File: src/rtl/conv33_pkg.sv
// Shared constants for the 3x3 window stage.
// Window slots are numbered row-major: top-left 0 .. bottom-right 8.
package conv33_pkg;

  localparam int DEF_DATA_WIDTH = 8;
  localparam int DEF_IMG_W = 28;
  localparam int DEF_IMG_H = 28;

  function automatic int cnt_w(input int n);
    return (n > 1) ? $clog2(n) : 1;
  endfunction

  localparam int COL_W = cnt_w(DEF_IMG_W);
  localparam int ROW_W = cnt_w(DEF_IMG_H);

  localparam int WIN_TL = 0;
  localparam int WIN_TM = 1;
  localparam int WIN_TR = 2;
  localparam int WIN_ML = 3;
  localparam int WIN_MM = 4;
  localparam int WIN_MR = 5;
  localparam int WIN_BL = 6;
  localparam int WIN_BM = 7;
  localparam int WIN_BR = 8;

endpackage

File: src/rtl/conv33_line_buf.sv
// One image row of pixels: combinational read, registered write.
// A write and a read at the same address see the old contents.
module conv33_line_buf
  import conv33_pkg::*;
#(
  parameter int DEPTH = DEF_IMG_W,
  parameter int WIDTH = DEF_DATA_WIDTH,
  parameter int AW    = cnt_w(DEPTH)
) (
  input  logic             clk,
  input  logic             we,
  input  logic [AW-1:0]    addr,
  input  logic [WIDTH-1:0] wr_data,
  output logic [WIDTH-1:0] rd_data
);

  logic [WIDTH-1:0] mem [DEPTH];

  assign rd_data = mem[addr];

  // store the incoming pixel; contents are never cleared
  always_ff @(posedge clk) begin
    if (we) begin
      mem[addr] <= wr_data;
    end
  end

endmodule

File: src/rtl/conv33_window.sv
// Raster pixel stream to 3x3 windows ("valid" region only).
// Optional win_last output: define CONV33_WIN_LAST_EN.
module conv33_window
  import conv33_pkg::*;
#(
  parameter int DATA_WIDTH = DEF_DATA_WIDTH,
  parameter int IMG_W      = DEF_IMG_W,
  parameter int IMG_H      = DEF_IMG_H
) (
  input  logic                         clk,
  input  logic                         rst,
  input  logic signed [DATA_WIDTH-1:0] pix_in,
  input  logic                         pix_valid,
  input  logic                         pix_sof,
  output logic signed [DATA_WIDTH-1:0] win_0_0,
  output logic signed [DATA_WIDTH-1:0] win_0_1,
  output logic signed [DATA_WIDTH-1:0] win_0_2,
  output logic signed [DATA_WIDTH-1:0] win_1_0,
  output logic signed [DATA_WIDTH-1:0] win_1_1,
  output logic signed [DATA_WIDTH-1:0] win_1_2,
  output logic signed [DATA_WIDTH-1:0] win_2_0,
  output logic signed [DATA_WIDTH-1:0] win_2_1,
  output logic signed [DATA_WIDTH-1:0] win_2_2,
`ifdef CONV33_WIN_LAST_EN
  output logic                         win_last,
`endif
  output logic                         win_valid
);

  localparam int CB = cnt_w(IMG_W);
  localparam int RB = cnt_w(IMG_H);
  localparam logic [CB-1:0] COL_MAX = CB'(IMG_W - 1);
  localparam logic [RB-1:0] ROW_MAX = RB'(IMG_H - 1);

  typedef logic signed [DATA_WIDTH-1:0] pix_t;

  logic [CB-1:0] col_cnt;
  logic [CB-1:0] cur_col;
  logic [RB-1:0] row_cnt;
  logic [RB-1:0] cur_row;
  logic          acc;
  logic          emit;
  logic          at_end;
  logic [DATA_WIDTH-1:0] lb1_q;
  logic [DATA_WIDTH-1:0] lb2_q;
  pix_t          sr     [9];
  pix_t          sr_nxt [9];
  pix_t          wq     [9];

  assign acc = pix_valid & ~rst;

  // sof forces the accepted pixel to (0,0) without waiting a cycle
  always_comb begin
    cur_col = col_cnt;
    cur_row = row_cnt;
    if (pix_sof) begin
      cur_col = '0;
      cur_row = '0;
    end
  end

  assign emit   = acc && (cur_row >= RB'(2)) && (cur_col >= CB'(2));
  assign at_end = (cur_row == ROW_MAX) && (cur_col == COL_MAX);

  conv33_line_buf #(
    .DEPTH (IMG_W),
    .WIDTH (DATA_WIDTH),
    .AW    (CB)
  ) u_lb1 (
    .clk     (clk),
    .we      (acc),
    .addr    (cur_col),
    .wr_data (pix_in),
    .rd_data (lb1_q)
  );

  conv33_line_buf #(
    .DEPTH (IMG_W),
    .WIDTH (DATA_WIDTH),
    .AW    (CB)
  ) u_lb2 (
    .clk     (clk),
    .we      (acc),
    .addr    (cur_col),
    .wr_data (lb1_q),
    .rd_data (lb2_q)
  );

  // raster position of the next pixel
  always_ff @(posedge clk) begin
    if (rst) begin
      col_cnt <= '0;
      row_cnt <= '0;
    end else if (pix_valid) begin
      if (cur_col == COL_MAX) begin
        col_cnt <= '0;
        row_cnt <= (cur_row == ROW_MAX) ? '0 : cur_row + RB'(1);
      end else begin
        col_cnt <= cur_col + CB'(1);
        row_cnt <= cur_row;
      end
    end
  end

  // shift window left and bring in the new column, top to bottom
  always_comb begin
    sr_nxt = sr;
    for (int r = 0; r < 3; r++) begin
      sr_nxt[r*3]     = sr[r*3 + 1];
      sr_nxt[r*3 + 1] = sr[r*3 + 2];
    end
    sr_nxt[WIN_TR] = pix_t'(lb2_q);
    sr_nxt[WIN_MR] = pix_t'(lb1_q);
    sr_nxt[WIN_BR] = pix_in;
  end

  // shift register runs on every pixel, across row seams too
  always_ff @(posedge clk) begin
    if (rst) begin
      sr <= '{default: '0};
    end else if (pix_valid) begin
      sr <= sr_nxt;
    end
  end

  // output copy only updates when a window is emitted
  always_ff @(posedge clk) begin
    if (rst) begin
      wq <= '{default: '0};
    end else if (emit) begin
      wq <= sr_nxt;
    end
  end

  // one-cycle strobe per emitted window
  always_ff @(posedge clk) begin
    if (rst) begin
      win_valid <= 1'b0;
    end else begin
      win_valid <= emit;
    end
  end

`ifdef CONV33_WIN_LAST_EN
  // flags the bottom-right window of the frame
  always_ff @(posedge clk) begin
    if (rst) begin
      win_last <= 1'b0;
    end else begin
      win_last <= emit & at_end;
    end
  end
`else
  logic unused_at_end;
  assign unused_at_end = at_end;
`endif

  assign win_0_0 = wq[WIN_TL];
  assign win_0_1 = wq[WIN_TM];
  assign win_0_2 = wq[WIN_TR];
  assign win_1_0 = wq[WIN_ML];
  assign win_1_1 = wq[WIN_MM];
  assign win_1_2 = wq[WIN_MR];
  assign win_2_0 = wq[WIN_BL];
  assign win_2_1 = wq[WIN_BM];
  assign win_2_2 = wq[WIN_BR];

endmodule
File: config.mk
export PLATFORM = sky130hd
export DESIGN_NAME = conv33_window
export DESIGN_NICKNAME = d
export VERILOG_FILES = /design/src/rtl/conv33_pkg.sv /design/src/rtl/conv33_line_buf.sv /design/src/rtl/conv33_window.sv
export SDC_FILE = /design/constraint.sdc
export NUM_CORES = 1
export LEC_CHECK = 0
export BUFFER_PORTS_ARGS = -buffer_cell sky130_fd_sc_hd__buf_4
export CAP_MARGIN = 20
export CORE_ASPECT_RATIO = 0.5
export CORE_MARGIN = 2
export CORE_UTILIZATION = 30
export DETAILED_ROUTE_END_ITERATION = 7
export PLACE_DENSITY = 0.54
export SYNTH_ARGS = -nofsm -noshare
export SYNTH_HDL_FRONTEND = slang
export SYNTH_SLANG_ARGS = --single-unit
export TNS_END_PERCENT = 10
File: constraint.sdc
create_clock -name clk -period 2.8 [get_ports clk]
set_input_delay 0 -clock clk [delete_from_list [all_inputs] [get_ports clk]]
set_output_delay 0 -clock clk [all_outputs]
set_load 0.01 [all_outputs]
==> results.sh, run 1 <==
export IMPL_start_util=0.3016
export IMPL_post_route_util=0.3586
export IMPL_clock_root_buffer="clkbuf_16"
export IMPL_vias=13964
export IMPL_yosys_warnings=0
export IMPL_multi_input_area_um2=5903
export IMPL_nNetsFinal=1753
export IMPL_startpoint="col_cnt[1]$_SDFFE_PP0P_"
export IMPL_seqCellArea_um2=16080
export IMPL_period_needed_ns=2.703
export IMPL_synth_distinct_cells=76
export IMPL_remaining_drc_errors=0
export IMPL_yosys_top_cells_area="edfxtp_1 (60%), dfxtp_1 (12%), mux2i_1 (5.7%)"
export IMPL_relSlewSlack=0.4638
export IMPL_globalRouteOverflowTotal=0
export IMPL_peakVddDrop_mv=0.5518
export IMPL_drt_iter0_markers=1160
export IMPL_cts_buffers=55
export IMPL_synth_area_per_cell_um2=14.27
export IMPL_syn_cell_area_um2=22560
export IMPL_synth_nets=1594
export IMPL_tns_ns=0
export IMPL_synthToLayoutAreaGrowth_pct=18.87
export IMPL_cts_sinks=579
export IMPL_htreeDepth=2
export IMPL_critPathMaxFanout=28
export IMPL_antenna_found_initial=5
export IMPL_setup_violations_final=0
export IMPL_endpoint="u_lb2.mem[5][1]$_DFFE_PP_"
export IMPL_crit_type="reg -> reg"
export IMPL_yosysSeqAreaShare=0.7125
export IMPL_clock_path_buffers=3
export IMPL_synth_top_cell_area_share=0.5962
export IMPL_skew_ns=0.02134
export IMPL_syn_instance_count=1581
export IMPL_critPathBufInv=3
export IMPL_drv_cap=0
export IMPL_critical_path_endpoint_type="flop"
export IMPL_grt_max_degree=76
export IMPL_worst_slew_pin_slew_ns=0.8043
export IMPL_diodes=0
export IMPL_gp_congestion=0.8116
export IMPL_slew_violations=0
export IMPL_power_mw=17.54
export IMPL_cp_common_cell="buf_4"
export IMPL_outcome="finished, final reports clean"
export IMPL_setup_slack_ns=0.09654
export IMPL_report_final_hold_viol_count=0
export IMPL_fp_dieArea_um2=77550
export IMPL_worstPathCellList="nor2b_2 > buf_4 > a21oi_1 > a22o_1 > nor3_2 > buf_4 > nand2_1 > buf_4"
export IMPL_ys_async_sr_fraction=0
export IMPL_drtAntennaViolNets=0
export IMPL_dpl_worst_slack_ns=-0.05685
export IMPL_rsz0062_at_grt="false"
export IMPL_fmax_ghz=0.3699
export IMPL_grtUsageTotal=0.1558
export IMPL_dieWidth_um=391.8
export IMPL_cp_num_cells=8
export IMPL_io_pins=85
export IMPL_critical_path_top_delay_family="buffers and inverters"
export IMPL_r2r_start="col_cnt[1]$_SDFFE_PP0P_"
export IMPL_hold_path_class="in -> reg"
export IMPL_cp_arrival_ns=3.01
export IMPL_synth_edf_count=448
export IMPL_io_buffers=84
export IMPL_p_per_area_nw_per_um2=654.0
export IMPL_synthTopCellsByCount="edfxtp_1 (448), nand2_1 (171), dfxtp_1 (131), mux2i_1 (128), nor2_1 (116)"
export IMPL_grt_first_pass_wirelength_um=90080
export IMPL_first_pass_iters=5
export IMPL_startpoint_type="flop"
export IMPL_layout_drive_gt1_share=0.1871
export IMPL_worst_r2r_cell_count=8
export IMPL_cts_setup_buffers=0
export IMPL_cp_required_ns=3.11
export IMPL_grt_pass1_vias=13484
export IMPL_period_share=0.9655
export IMPL_synth_seq_cells=579
export IMPL_routed_wirelength_um=61380
export IMPL_cts_tree="yes"
export IMPL_synth_ff_type="edfxtp_1"
export IMPL_r2r_end="u_lb2.mem[5][1]$_DFFE_PP_"
export IMPL_rrSetupSlack_ns=0.1
export IMPL_clock_latency_ns=0.62
export IMPL_viasPerCell=4.975
export IMPL_fillerInstances=7151
export IMPL_synth_largest_area_cell="edfxtp_1"
export IMPL_clk_pin_slew_ns=0.06
export IMPL_coreArea_um2=74800
export IMPL_cpMaxStageDelayCell="dfxtp_4"
export IMPL_die_h_um=197.9
export IMPL_max_stage_delay_ns=0.50
export IMPL_row_count=71
export IMPL_p_leak_nw=8.865
export IMPL_yosysMostFrequentCell="edfxtp_1"
export IMPL_wl_per_cell_um=21.86
export IMPL_hpwl_um=38560
## final cells by class
| cell class | count | share of cell area |
|---|---|---|
| flip-flops and latches | 579 | 0.5996 |
| repair buffers | 217 | 0.06680 |
| multi-input cells | 875 | 0.2201 |
| clock inverters | 28 | 0.009283 |
| well taps | 1022 | 0.04768 |
| clock buffers | 74 | 0.05477 |
| inverters | 12 | 0.001726 |
## cells by family (layout without fill, tap and decap cells)
kind of cell / count (synthesis) / count (layout) / share of synthesized area
AOI/OAI and AO/OA: 340 / 340 / 0.1078
adders and majority gates: 1 / 1 / 0.0005545
buffers and inverters: 127 / 331 / 0.02745
DFF: 579 / 579 / 0.7125
muxes: 155 / 155 / 0.07425
and+or+nand+nor: 379 / 379 / 0.07747
## metrics by stage
step / instances / instance area (um^2) / hold WS, ns
2_1_floorplan: 1581 / 22560 / 0.09887
3_3_place_gp: 2695 / 24990 / 0.3968
3_5_place_dp: 2695 / 24990 / 0.3949
4_1_cts: 2807 / 26820 / 0.1694
5_1_grt: 2807 / 26820 / 0.2392
6_report: 2807 / 26820 / 0.2147
## worst reg2reg max path: stages, from the launching register on
cell	delay [ns]
dfxtp_4	0.50
nor2b_2	0.21
buf_4	0.36
a21oi_1	0.12
a22o_1	0.26
nor3_2	0.44
buf_4	0.21
nand2_1	0.05
buf_4	0.24
## registers in the layout (all words and copies together) (netlist names), 8 cells and up
name / cells
win_0_0: 8
win_1_2: 8
win_2_0: 8
win_2_1: 8
win_1_0: 8
win_1_1: 8
u_lb2.mem: 224
u_lb1.mem: 224
win_0_2: 8
sr: 48
win_2_2: 8
win_0_1: 8
## report_power, final
group | switching, mW | total (mW) | internal, mW
Sequential | 0.0546 | 9.41 | 9.36
Clock | 3.18 | 7.23 | 4.05
Combinational | 0.591 | 0.897 | 0.306
## timing repair
| item | 4_1_cts | 5_1_grt |
|---|---|---|
| gates resized for setup | 2 | 0 |
| endpoints found under the hold margin | 264 | 0 |
| setup endpoints to repair | 56 | 0 |
| hold buffers | 10 | 0 |
## routing by layer
layer | up-vias | track usage | wire length [um]
met1 | 7052 | 0.2242 | 28430
li1 | 6399 | - | -
met2 | 412 | 0.2396 | 27600
met5 | - | 0 | 27
met4 | 4 | 0.04573 | 1430
met3 | 97 | 0.02804 | 3884
## cells in the final DEF, fill, tap and decap left out, drive strengths merged, types with 4 or more instances in the layout
cell         synthesis  final
edfxtp             448    448
buf                 65    207
nand2              171    171
dfxtp              131    131
mux2i              128    128
nor2               116    116
a21oi               94     94
clkbuf              50     74
a311oi              43     43
o21ai               42     42
a211oi              35     35
a221oi              30     30
a22oi               28     28
clkinv               0     21
mux2                19     19
nand3               15     15
and2                15     15
a221o               13     13
a22o                12     12
nor3b               12     12
inv                 12     12
dlygate4sd3          0     10
o22ai                9      9
mux4                 8      8
or2                  8      8
a32oi                7      7
nor3                 7      7
nand2b               5      5
o211a                5      5
nor2b                5      5
bufinv               0      4
nand4bb              4      4
## worst min-delay path by stage
stage	slack (ns)	start	end	depth (start not counted)
2_1_floorplan	0.1	pix_in[0]	u_lb1.mem[0][0]$_DFFE_PP_	0
3_3_place_gp	0.40	win_valid$_SDFF_PP0_	win_valid	1
3_5_place_dp	0.39	win_valid$_SDFF_PP0_	win_valid	1
4_1_cts	0.17	pix_sof	row_cnt[0]$_SDFFE_PP0P_	5
5_1_grt	0.24	pix_sof	row_cnt[0]$_SDFFE_PP0P_	5
6_report	0.21	pix_sof	row_cnt[4]$_SDFFE_PP0P_	5
No activity file was read; power rests on OpenSTA's default activity.
==> inputs of run 2 (changes only) <==
--- a/config.mk
+++ b/config.mk
@@ -11,7 +11,9 @@
 export CORE_MARGIN = 2
 export CORE_UTILIZATION = 30
 export DETAILED_ROUTE_END_ITERATION = 7
+export GPL_TIMING_DRIVEN = 0
 export PLACE_DENSITY = 0.54
+export RECOVER_POWER = 100
 export SYNTH_ARGS = -nofsm -noshare
 export SYNTH_HDL_FRONTEND = slang
 export SYNTH_SLANG_ARGS = --single-unit
==> run 2 against run 1 <==
- the run now ends with max-capacitance violations, max-slew violations, negative setup slack left
- combinational power rose by 17%
- sequential power barely moved
- routed wire length rose by 17%
- global-route usage rose by 2.7 points
- clock power rose by 3%
- maximum frequency fell by 6.0%
- flip-flop and latch count did not move
- sequential share of layout area fell by 0.50 points
- first-iteration DRC count rose by 50%
- clock skew fell by 0.0087 ns
- highest routed layer unchanged
==> results.sh, run 2 (synthesis results as in run 1) <==
export IMPL_outcome="finished, violations left"
export IMPL_violations="max-capacitance violations, max-slew violations, negative setup slack"
export IMPL_mostFrequentLayoutCells="edfxtp_1 (448), nand2_1 (165), clkbuf_1 (146)"
export IMPL_htreeDepth=2
export IMPL_remaining_drc_errors=0
export IMPL_pwr_share_seq=0.526
export IMPL_rsz0062_at_grt="true"
export IMPL_wl_per_cell_um=25.33
export IMPL_crit_type="reg -> reg"
export IMPL_io_buffers=82
export IMPL_cp_arrival_ns=3.15
export IMPL_worst_r2r_cell_count=7
export IMPL_row_count=71
export IMPL_dpl_worst_slack_ns=-1.726
export IMPL_hp_start="rst"
export IMPL_nNetsFinal=1794
export IMPL_skew_ns=0.01260
export IMPL_report_final_hold_viol_count=0
export IMPL_cp_required_ns=3.07
export IMPL_clk_pin_slew_ns=0.06
export IMPL_p_comb_frac=0.059
export IMPL_peakVddDrop_mv=0.4394
export IMPL_p_int_mw=13.91
export IMPL_cts_buffers=56
export IMPL_grt_pass1_vias=14091
export IMPL_hpwl_um=48620
export IMPL_gp_congestion=0.9206
export IMPL_holdPathStages=3
export IMPL_layout_drive_gt1_share=0.1565
export IMPL_drt_iter0_markers=1743
export IMPL_setup_violations_final=43
export IMPL_seqCellArea_um2=16080
export IMPL_sw_frac_of_total=0.2221
export IMPL_startpoint_type="flop"
export IMPL_rrSetupSlack_ns=-0.08
export IMPL_viasPerCell=5.193
export IMPL_routed_wirelength_um=72000
export IMPL_fillerInstances=7311
export IMPL_layout_commonest_cell="edfxtp_1"
export IMPL_hold_path_end="u_lb1.mem[27][4]$_DFFE_PP_"
export IMPL_dieWidth_um=391.8
export IMPL_r2r_end="u_lb2.mem[20][7]$_DFFE_PP_"
export IMPL_globalRouteOverflowTotal=0
export IMPL_start_util=0.3016
export IMPL_coreArea_um2=74800
export IMPL_worst_slew_pin_slew_ns=1.819
export IMPL_r2r_start="col_cnt[0]$_SDFFE_PP0P_"
export IMPL_period_needed_ns=2.876
export IMPL_fmax_ghz=0.3478
export IMPL_largest_registers="u_lb1.mem (224), u_lb2.mem (224), sr (48)"
export IMPL_fp_dieArea_um2=77550
export IMPL_vias=14765
export IMPL_io_pins=85
export IMPL_p_per_area_nw_per_um2=661.3
export IMPL_hold_path_class="in -> reg"
export IMPL_clock_latency_ns=0.61
export IMPL_antenna_found_initial=1
export IMPL_setup_slack_ns=-0.07561
export IMPL_clock_root_buffer="clkbuf_16"
export IMPL_cts_sinks=579
export IMPL_grtUsageTotal=0.1827
export IMPL_relSlewSlack=-0.2124
export IMPL_clock_path_buffers=3
export IMPL_synthToLayoutAreaGrowth_pct=19.81
export IMPL_p_leak_nw=8.600
export IMPL_slew_violations=247
export IMPL_tns_ns=-2.236
export IMPL_clkPwrFrac=0.415
export IMPL_grt_first_pass_wirelength_um=101800
export IMPL_p_sw_mw=3.971
export IMPL_cts_tree="yes"
export IMPL_drtAntennaViolNets=0
export IMPL_critical_path_endpoint_type="flop"
export IMPL_critPathMaxFanout=14
export IMPL_first_pass_iters=7
export IMPL_multi_input_area_um2=6177
export IMPL_drv_cap=8
export IMPL_diodes=0
export IMPL_die_h_um=197.9
export IMPL_grt_max_degree=31
export IMPL_period_share=1.027
## run 2: per-layer routing
| layer | GRT usage | up-vias | routed length, um |
|---|---|---|---|
| li1 | - | 6464 | - |
| met1 | 0.2578 | 7530 | 31640 |
| met2 | 0.2811 | 652 | 32200 |
| met3 | 0.03951 | 115 | 6078 |
| met4 | 0.05342 | 4 | 1973 |
| met5 | 0.01003 | - | 113 |
## run 2: metrics by stage
| stage | total power, mW | instances | area (um^2) | hold WS [ns] | util |
|---|---|---|---|---|---|
| 2_1_floorplan | 10.10 | 1581 | 22560 | 0.09887 | - |
| 3_3_place_gp | 10.53 | 2685 | 24460 | 0.3909 | 0.3270 |
| 3_5_place_dp | 10.56 | 2717 | 25060 | 0.3906 | 0.3350 |
| 4_1_cts | 17.97 | 2836 | 27380 | 0.05802 | 0.3660 |
| 5_1_grt | 18.39 | 2843 | 27030 | 0.08420 | 0.3614 |
| 6_report | 17.88 | 2843 | 27030 | 0.07552 | 0.3614 |
## run 2: layout make-up
type | count | share of cell area
sequential | 579 | 0.5946
multi-input combinational | 875 | 0.2285
clock buffer | 77 | 0.05628
tap | 1022 | 0.04730
timing repair buffer | 140 | 0.03814
buffer | 115 | 0.02435
clock inverter | 21 | 0.008285
inverter | 12 | 0.001944
timing repair inverter | 2 | 0.0005554
## run 2: how the worst max path moves through the flow
stage	from	endpoint	slack, ns	cells past startpoint
after global routing	col_cnt[4]$_SDFFE_PP0P_	u_lb2.mem[9][6]$_DFFE_PP_	-0.09	8
after CTS	col_cnt[0]$_SDFFE_PP0P_	u_lb2.mem[17][6]$_DFFE_PP_	-0.005	7
after floorplan	col_cnt[1]$_SDFFE_PP0P_	u_lb1.mem[0][0]$_DFFE_PP_	0.32	8
after global placement	col_cnt[1]$_SDFFE_PP0P_	u_lb2.mem[8][3]$_DFFE_PP_	-1.88	7
after detailed placement	col_cnt[1]$_SDFFE_PP0P_	u_lb2.mem[13][0]$_DFFE_PP_	-1.73	7
final	col_cnt[0]$_SDFFE_PP0P_	u_lb2.mem[20][7]$_DFFE_PP_	-0.08	7
## run 2: repair_timing
item / CTS / global route
resized for setup: 93 / 14
setup buffers: 10 / 7
pin swaps: 6 / 4
hold buffers: 9 / 0
endpoints found under the hold margin: 248 / 0
cloned: 2 / 0
setup endpoints to repair: 638 / 361
## run 2: worst max-delay path: stages, from the launching register on
cell and delay, ns:
dfxtp_1 0.31, clkbuf_4 0.21, nor2b_1 0.20, clkbuf_2 0.24
a221o_1 0.37, a222oi_1 0.43, and4bb_4 0.45, clkinvlp_4 0.31
## run 2: power groups by stage
stage / Clock [mW] / Combinational, mW / Sequential [mW]
2_1_floorplan: 0 / 0.530 / 9.57
3_3_place_gp: 0 / 0.937 / 9.59
3_5_place_dp: 0 / 0.967 / 9.59
4_1_cts: 7.53 / 1.05 / 9.40
5_1_grt: 7.88 / 1.11 / 9.41
6_report: 7.42 / 1.05 / 9.41
